--- src/rtl/dcache_pkg.sv ---
// Shared types and address-split helpers for the data cache controller.
// Optional statistics counters are enabled by defining DCACHE_STATS_EN.
package dcache_pkg;

    typedef enum logic [1:0] {
        S_IDLE,
        S_COMPARE,
        S_WRITEBACK,
        S_ALLOCATE
    } state_e;

    localparam int ADDR_W = 16;
    localparam int DATA_W = 16;
    localparam int OFF_LSB = 1;

    function automatic int off_bits(input int words);
        return $clog2(words);
    endfunction

    function automatic int idx_bits(input int lines);
        return $clog2(lines);
    endfunction

    function automatic int idx_lsb(input int words);
        return OFF_LSB + off_bits(words);
    endfunction

    function automatic int tag_lsb(input int lines, input int words);
        return idx_lsb(words) + idx_bits(lines);
    endfunction

    function automatic int tag_bits(input int lines, input int words);
        return ADDR_W - tag_lsb(lines, words);
    endfunction

endpackage

--- src/rtl/dcache_line_store.sv ---
// Tag/valid/dirty and data storage for a direct-mapped cache.
// Reads are combinational; writes touch one word or one tag per cycle.
module dcache_line_store
    import dcache_pkg::*;
#(
    parameter int LINES = 32,
    parameter int WORDS = 4,
    localparam int IDX_W = idx_bits(LINES),
    localparam int OFF_W = off_bits(WORDS),
    localparam int TAG_W = tag_bits(LINES, WORDS)
) (
    input  logic             clk,
    input  logic             rst,
    input  logic [IDX_W-1:0] i_idx,
    input  logic [OFF_W-1:0] i_off,
    output logic [TAG_W-1:0] o_tag,
    output logic             o_valid,
    output logic             o_dirty,
    output logic [15:0]      o_rdata,
    input  logic             i_we,
    input  logic [15:0]      i_wdata,
    input  logic             i_set_dirty,
    input  logic             i_install,
    input  logic [TAG_W-1:0] i_tag
);

    logic [15:0]      r_data [LINES*WORDS];
    logic [TAG_W-1:0] r_tag  [LINES];
    logic [LINES-1:0] r_valid;
    logic [LINES-1:0] r_dirty;

    assign o_tag   = r_tag[i_idx];
    assign o_valid = r_valid[i_idx];
    assign o_dirty = r_dirty[i_idx];
    assign o_rdata = r_data[{i_idx, i_off}];

    // Word and tag arrays: no reset, contents qualified by valid
    always_ff @(posedge clk) begin
        if (i_we)
            r_data[{i_idx, i_off}] <= i_wdata;
        if (i_install)
            r_tag[i_idx] <= i_tag;
    end

    // Valid/dirty bits: cleared on reset, installed clean after refill
    always_ff @(posedge clk or negedge rst) begin
        if (!rst) begin
            r_valid <= '0;
            r_dirty <= '0;
        end else if (i_install) begin
            r_valid[i_idx] <= 1'b1;
            r_dirty[i_idx] <= 1'b0;
        end else if (i_set_dirty) begin
            r_dirty[i_idx] <= 1'b1;
        end
    end

endmodule

--- src/rtl/dcache_ctrl.sv ---
// Direct-mapped write-back/write-allocate data cache controller.
// Define DCACHE_STATS_EN to build saturating hit/miss counters.
module dcache_ctrl
    import dcache_pkg::*;
#(
    parameter int LINES = 32,
    parameter int WORDS = 4
) (
    input  logic        clk,
    input  logic        rst,
    input  logic [15:0] addr,
    input  logic [15:0] data_in,
    input  logic        rd,
    input  logic        wr,
    output logic [15:0] data_out,
    output logic        done,
    output logic        stall,
    output logic        cache_hit,
    output logic        err,
    output logic        mem_req,
    output logic        mem_we,
    output logic [15:0] mem_addr,
    output logic [15:0] mem_wdata,
    input  logic [15:0] mem_rdata,
    input  logic        mem_ack,
    output logic [15:0] hit_cnt,
    output logic [15:0] miss_cnt
);

    localparam int IDX_W = idx_bits(LINES);
    localparam int OFF_W = off_bits(WORDS);
    localparam int TAG_W = tag_bits(LINES, WORDS);
    localparam int IDX_L = idx_lsb(WORDS);
    localparam int TAG_L = tag_lsb(LINES, WORDS);
    localparam logic [OFF_W-1:0] LAST_WORD = OFF_W'(WORDS - 1);

    state_e           r_state;
    logic [15:1]      r_addr;
    logic [15:0]      r_wdata;
    logic             r_wr;
    logic             r_missed;
    logic [OFF_W-1:0] r_cnt;
    logic [15:0]      r_dout;

    logic [OFF_W-1:0] w_r_off;
    logic [IDX_W-1:0] w_r_idx;
    logic [TAG_W-1:0] w_r_tag;
    logic [OFF_W-1:0] w_off;
    logic [TAG_W-1:0] w_line_tag;
    logic             w_line_valid;
    logic             w_line_dirty;
    logic [15:0]      w_line_rdata;
    logic             w_idle;
    logic             w_cmp;
    logic             w_wb;
    logic             w_alloc;
    logic             w_accept;
    logic             w_illegal;
    logic             w_hit;
    logic             w_miss;
    logic             w_last;
    logic             w_we;
    logic [15:0]      w_wdata;
    logic             w_set_dirty;
    logic             w_install;

    assign w_r_off = r_addr[IDX_L-1:OFF_LSB];
    assign w_r_idx = r_addr[TAG_L-1:IDX_L];
    assign w_r_tag = r_addr[15:TAG_L];

    assign w_idle  = (r_state == S_IDLE);
    assign w_cmp   = (r_state == S_COMPARE);
    assign w_wb    = (r_state == S_WRITEBACK);
    assign w_alloc = (r_state == S_ALLOCATE);

    assign w_accept  = rst & w_idle & (rd ^ wr) & ~addr[0];
    assign w_illegal = rst & w_idle & ((rd & wr) | ((rd | wr) & addr[0]));

    assign w_off  = w_cmp ? w_r_off : r_cnt;
    assign w_hit  = w_cmp & w_line_valid & (w_line_tag == w_r_tag);
    assign w_miss = w_cmp & ~w_hit;
    assign w_last = (r_cnt == LAST_WORD);

    assign w_set_dirty = w_hit & r_wr;
    assign w_we        = w_set_dirty | (w_alloc & mem_ack);
    assign w_wdata     = w_alloc ? mem_rdata : r_wdata;
    assign w_install   = w_alloc & mem_ack & w_last;

    dcache_line_store #(
        .LINES(LINES),
        .WORDS(WORDS)
    ) u_store (
        .clk        (clk),
        .rst        (rst),
        .i_idx      (w_r_idx),
        .i_off      (w_off),
        .o_tag      (w_line_tag),
        .o_valid    (w_line_valid),
        .o_dirty    (w_line_dirty),
        .o_rdata    (w_line_rdata),
        .i_we       (w_we),
        .i_wdata    (w_wdata),
        .i_set_dirty(w_set_dirty),
        .i_install  (w_install),
        .i_tag      (w_r_tag)
    );

    assign done      = w_hit;
    assign cache_hit = w_hit & ~r_missed;
    assign data_out  = (w_hit & ~r_wr) ? w_line_rdata : r_dout;
    assign stall     = ~w_idle | w_accept;
    assign err       = w_illegal;
    assign mem_req   = w_wb | w_alloc;
    assign mem_we    = w_wb;
    assign mem_wdata = w_wb ? w_line_rdata : 16'h0000;

    // Victim address uses the stored tag, refill uses the requested tag
    always_comb begin
        mem_addr = 16'h0000;
        if (w_wb)
            mem_addr = {w_line_tag, w_r_idx, r_cnt, 1'b0};
        else if (w_alloc)
            mem_addr = {w_r_tag, w_r_idx, r_cnt, 1'b0};
    end

    // Request FSM with word counter driving the memory bursts
    always_ff @(posedge clk or negedge rst) begin
        if (!rst) begin
            r_state  <= S_IDLE;
            r_addr   <= '0;
            r_wdata  <= '0;
            r_wr     <= 1'b0;
            r_missed <= 1'b0;
            r_cnt    <= '0;
            r_dout   <= '0;
        end else begin
            unique case (r_state)
                S_IDLE: begin
                    if (w_accept) begin
                        r_addr   <= addr[15:1];
                        r_wdata  <= data_in;
                        r_wr     <= wr;
                        r_missed <= 1'b0;
                        r_cnt    <= '0;
                        r_state  <= S_COMPARE;
                    end
                end
                S_COMPARE: begin
                    if (w_hit) begin
                        if (!r_wr)
                            r_dout <= w_line_rdata;
                        r_state <= S_IDLE;
                    end else begin
                        r_missed <= 1'b1;
                        r_cnt    <= '0;
                        r_state  <= (w_line_valid && w_line_dirty)
                                    ? S_WRITEBACK : S_ALLOCATE;
                    end
                end
                S_WRITEBACK: begin
                    if (mem_ack) begin
                        r_cnt <= r_cnt + 1'b1;
                        if (w_last)
                            r_state <= S_ALLOCATE;
                    end
                end
                S_ALLOCATE: begin
                    if (mem_ack) begin
                        r_cnt <= r_cnt + 1'b1;
                        if (w_last)
                            r_state <= S_COMPARE;
                    end
                end
                default: r_state <= S_IDLE;
            endcase
        end
    end

`ifdef DCACHE_STATS_EN
    logic [15:0] r_hit_cnt;
    logic [15:0] r_miss_cnt;

    // Saturating first-lookup hit and miss counters
    always_ff @(posedge clk or negedge rst) begin
        if (!rst) begin
            r_hit_cnt  <= '0;
            r_miss_cnt <= '0;
        end else begin
            if (cache_hit && r_hit_cnt != 16'hFFFF)
                r_hit_cnt <= r_hit_cnt + 16'd1;
            if (w_miss && r_miss_cnt != 16'hFFFF)
                r_miss_cnt <= r_miss_cnt + 16'd1;
        end
    end

    assign hit_cnt  = r_hit_cnt;
    assign miss_cnt = r_miss_cnt;
`else
    assign hit_cnt  = 16'h0000;
    assign miss_cnt = 16'h0000;
`endif

endmodule

--- config.mk ---
export PLATFORM = sky130hd
export DESIGN_NAME = dcache_ctrl
export DESIGN_NICKNAME = d
export VERILOG_FILES = /design/src/rtl/dcache_pkg.sv /design/src/rtl/dcache_line_store.sv /design/src/rtl/dcache_ctrl.sv
export SDC_FILE = /design/constraint.sdc
export NUM_CORES = 2
export LEC_CHECK = 0
export CORE_UTILIZATION = 40
export CTS_BUF_LIST = sky130_fd_sc_hd__clkbuf_8 sky130_fd_sc_hd__clkbuf_16
export DETAILED_ROUTE_END_ITERATION = 12
export SLEW_MARGIN = 30
export SYNTH_ARGS = -nofsm -noshare
export SYNTH_HDL_FRONTEND = slang
export SYNTH_SLANG_ARGS = --single-unit
--- constraint.sdc ---
create_clock -name clk -period 13.1 [get_ports clk]
set_input_delay 2.62 -clock clk [delete_from_list [all_inputs] [get_ports clk]]
set_output_delay 2.62 -clock clk [all_outputs]
set_load 0.1 [all_outputs]
==> flow_summary.ini <==
[run_status]
outcome = finished clean

[clocking]
cts_sinks = 2421
cts_tree = done
ctsResizeCount = 0
clock_latency_ns = 0.88
clk_root_buffer_cell = clkbuf_16
holdBufCountCts = 0
clkSlewWorstSetupHoldPaths_ns = 0.06
postCtsSetupBuffers = 0
cts_buffers = 230
htree_levels = 4
clock_tree.buffer_depth = 3

[critical_path]
crit_type = flip-flop to output port
slowest_delay_ns = 0.97
critPathArrivalTime_ns = 7.51
crit_family = buffers and inverters
crit_path_max_fanout = 119
worstPathRequired_ns = 10.48
cp-end-kind = output port
crit_slowest_cell = clkdlybuf4s50_1
start_kind = flip-flop
crit_chain = buf_16 -> buf_12 -> buf_4 -> mux2i_1 -> o22ai_1 -> nor2_1 -> o211ai_1 -> a311oi_1 -> nand3_1 -> mux2_1 -> clkdlybuf4s50_1
path_buf_inv = 4

[global_route]
grt-ovfl-total = 0
grt_first_pass_wirelength_mm = 431
grt_pass1_vias = 54317
grtUsageTotal_pct = 25.8
grt_max_degree = 120
antenna_found_initial = 21

[timing]
worst_pin_slew_ns = 1.14
rsz0062_at_grt = no
layout_min_cycle_time_ns = 10.13
setup_viol = 0
fin_crit_sh_pct = 77.3
whs_ns = 0.462
slew_viol_final = 0
timing.fmax_mhz = 98.7
fin_skew_ns = 0.0494
fin_tns_setup_ns = 0
slew_headroom_pct = 22.9
hold_viol = 0

[cells_and_area]
syn_to_final_growth_pct = 14.8
final_util_pct = 46.3
layout_commonest_cell = edfxtp_1
layout.cells.non_filler = 9054
fin_nets = 5779
final_cell_mix = edfxtp_1 (2304), mux2i_1 (452), buf_4 (287)
fillCellCount = 19717
drive_gt1_share_pct = 16.5

[flow_run]
maxCapViolCount = 0

[synthesis]
synth-compound-area-share_pct = 10.3
syn_avg_cell_area_um2 = 17.1
netlist_area_um2 = 93800
ys.flop_type = edfxtp_1
synth_top_family_by_area = compound AO/OA/AOI/OAI gates
synth_edf_count = 2304
syn_inst = 5477
ys_warn_count = 0
synth_mux_area_share_pct = 6.72
synthDistinctLibCells = 87
synth-simple-area-share_pct = 3.68
synth_xor_area_share_pct = 0.0560
yosysSeqAreaShare_pct = 76.9
ys_async_sr_fraction_pct = 4.83
synth_seq_cells = 2421
synthAdderAreaFrac_pct = 0.0934

[routing]
highest_layer = met5
drcViolationCount = 0
routed_wl_mm = 312
dr_wl_met3_mm = 39.9
drtPass1Iterations = 8
met2_length_mm = 142
via_count = 56994
via_per_inst = 6.29
wl_met1_mm = 119
routedWlPerCell_um = 34.4
drt_first_iter_violations = 9245
ant_nets = 0

[placement]
gp_congestion = 0.896
portBuffers = 105
dp.cells = 8619
hpwlAfterDp_mm = 183

[die]
die-width_um = 486
ios = 139
rows = 177
core_area_um2 = 233000
dieArea_um2 = 236000
start_util_pct = 40.3
fp.dieH_um = 486

[pwr]
peakVddDrop_mv = 0.247
p_leak_uw = 0.0348
powerDensity_nw_per_um2 = 240

[min_path]
hold_class = flip-flop to flip-flop
stage by stage:
stage,setup WS [ns],instance area [um2],power (uW)
2_1_floorplan,6.09,93900,14900
3_3_place_gp,3.60,100000,19000
3_5_place_dp,4.05,100000,19200
4_1_cts,3.12,108000,25500
5_1_grt,2.99,108000,26200
6_report,2.97,108000,25800
registers in the layout, summed over array words and instances (netlist names), 2 cells and up, named ones only:
| name | flops |
|---|---|
| r_cnt | 2 |
| r_state | 2 |
| u_store.r_tag | 256 |
| u_store.r_data | 2048 |
| u_store.r_valid | 32 |
| r_dout | 16 |
| r_wdata | 16 |
| r_addr | 15 |
metal layers:
| layer | track usage, % | vias to the layer above |
|---|---|---|
| li1 | - | 22904 |
| met4 | 8.52 | 16 |
| met3 | 7.03 | 574 |
| met5 | 0 | - |
| met1 | 35.1 | 29460 |
| met2 | 39.9 | 4040 |
worst reg2reg max path: cells and delay by family (launching register included):
kind	cells	cell delay [ns]
simple gates	5	2.61
buf+inv	5	2.57
flops	1	0.78
compound gates	2	0.62
xor+xnor	1	0.23
synth_stat cells, drive strengths merged (59+ instances only):
cell / instances / share of area [%]
o22ai: 210 / 1.4
mux2i: 453 / 4.8
a22oi: 204 / 1.6
dfrtp: 117 / 3.1
nand2: 127 / 0.51
a22o: 116 / 1.1
a221oi: 106 / 0.99
clkbuf: 180 / 0.72
mux2: 121 / 1.5
buf: 250 / 1.5
edfxtp: 2304 / 74
nor2: 100 / 0.40
o21ai: 177 / 0.94
a21oi: 160 / 0.85
a222oi: 59 / 0.63
nand3: 67 / 0.36
nor3: 155 / 0.83
where the power goes:
part	leakage, uW	switching, uW	internal, uW	total (uW)
logic	0.00881	7160	2190	9350
registers	0.0222	125	9890	10000
clock network	0.00378	2900	3530	6430
layout make-up:
cell class	count	area, um2	area share, %
repair buffers	408	3510	3.26
multi-input cells	2636	20800	19.3
clock buffers	241	5930	5.51
flip-flops and latches	2421	72100	67.0
well taps	3132	3920	3.64
diodes	8	20.0	0.0186
inverters	22	85.1	0.0790
clock inverters	186	1290	1.20
final timing paths:
| kind | startpoint | endpoint | slack (ns) | depth (start not counted) |
|---|---|---|---|---|
| min | u_store.r_valid[22] | u_store.r_valid[22] | 0.46 | 1 |
| max reg2reg | r_addr[6] | u_store.r_data[81][13] | 5.98 | 13 |
| max in group asynchronous | rst | r_addr[3] | 9.90 | 2 |
| max | r_addr[3] | data_out[12] | 2.97 | 11 |
| min reg2reg | u_store.r_valid[22] | u_store.r_valid[22] | 0.46 | 1 |
| min in group asynchronous | rst | r_wdata[7] | 1.76 | 1 |
kinds of logic after synthesis:
| kind of cell | after synthesis |
|---|---|
| buf+inv | 452 |
| compound gates | 1345 |
| fa+ha+maj | 7 |
| mux | 592 |
| flops | 2421 |
| xor+xnor | 6 |
| other cells | 1 |
| simple gates | 653 |
(Power assumes the default switching activity.)
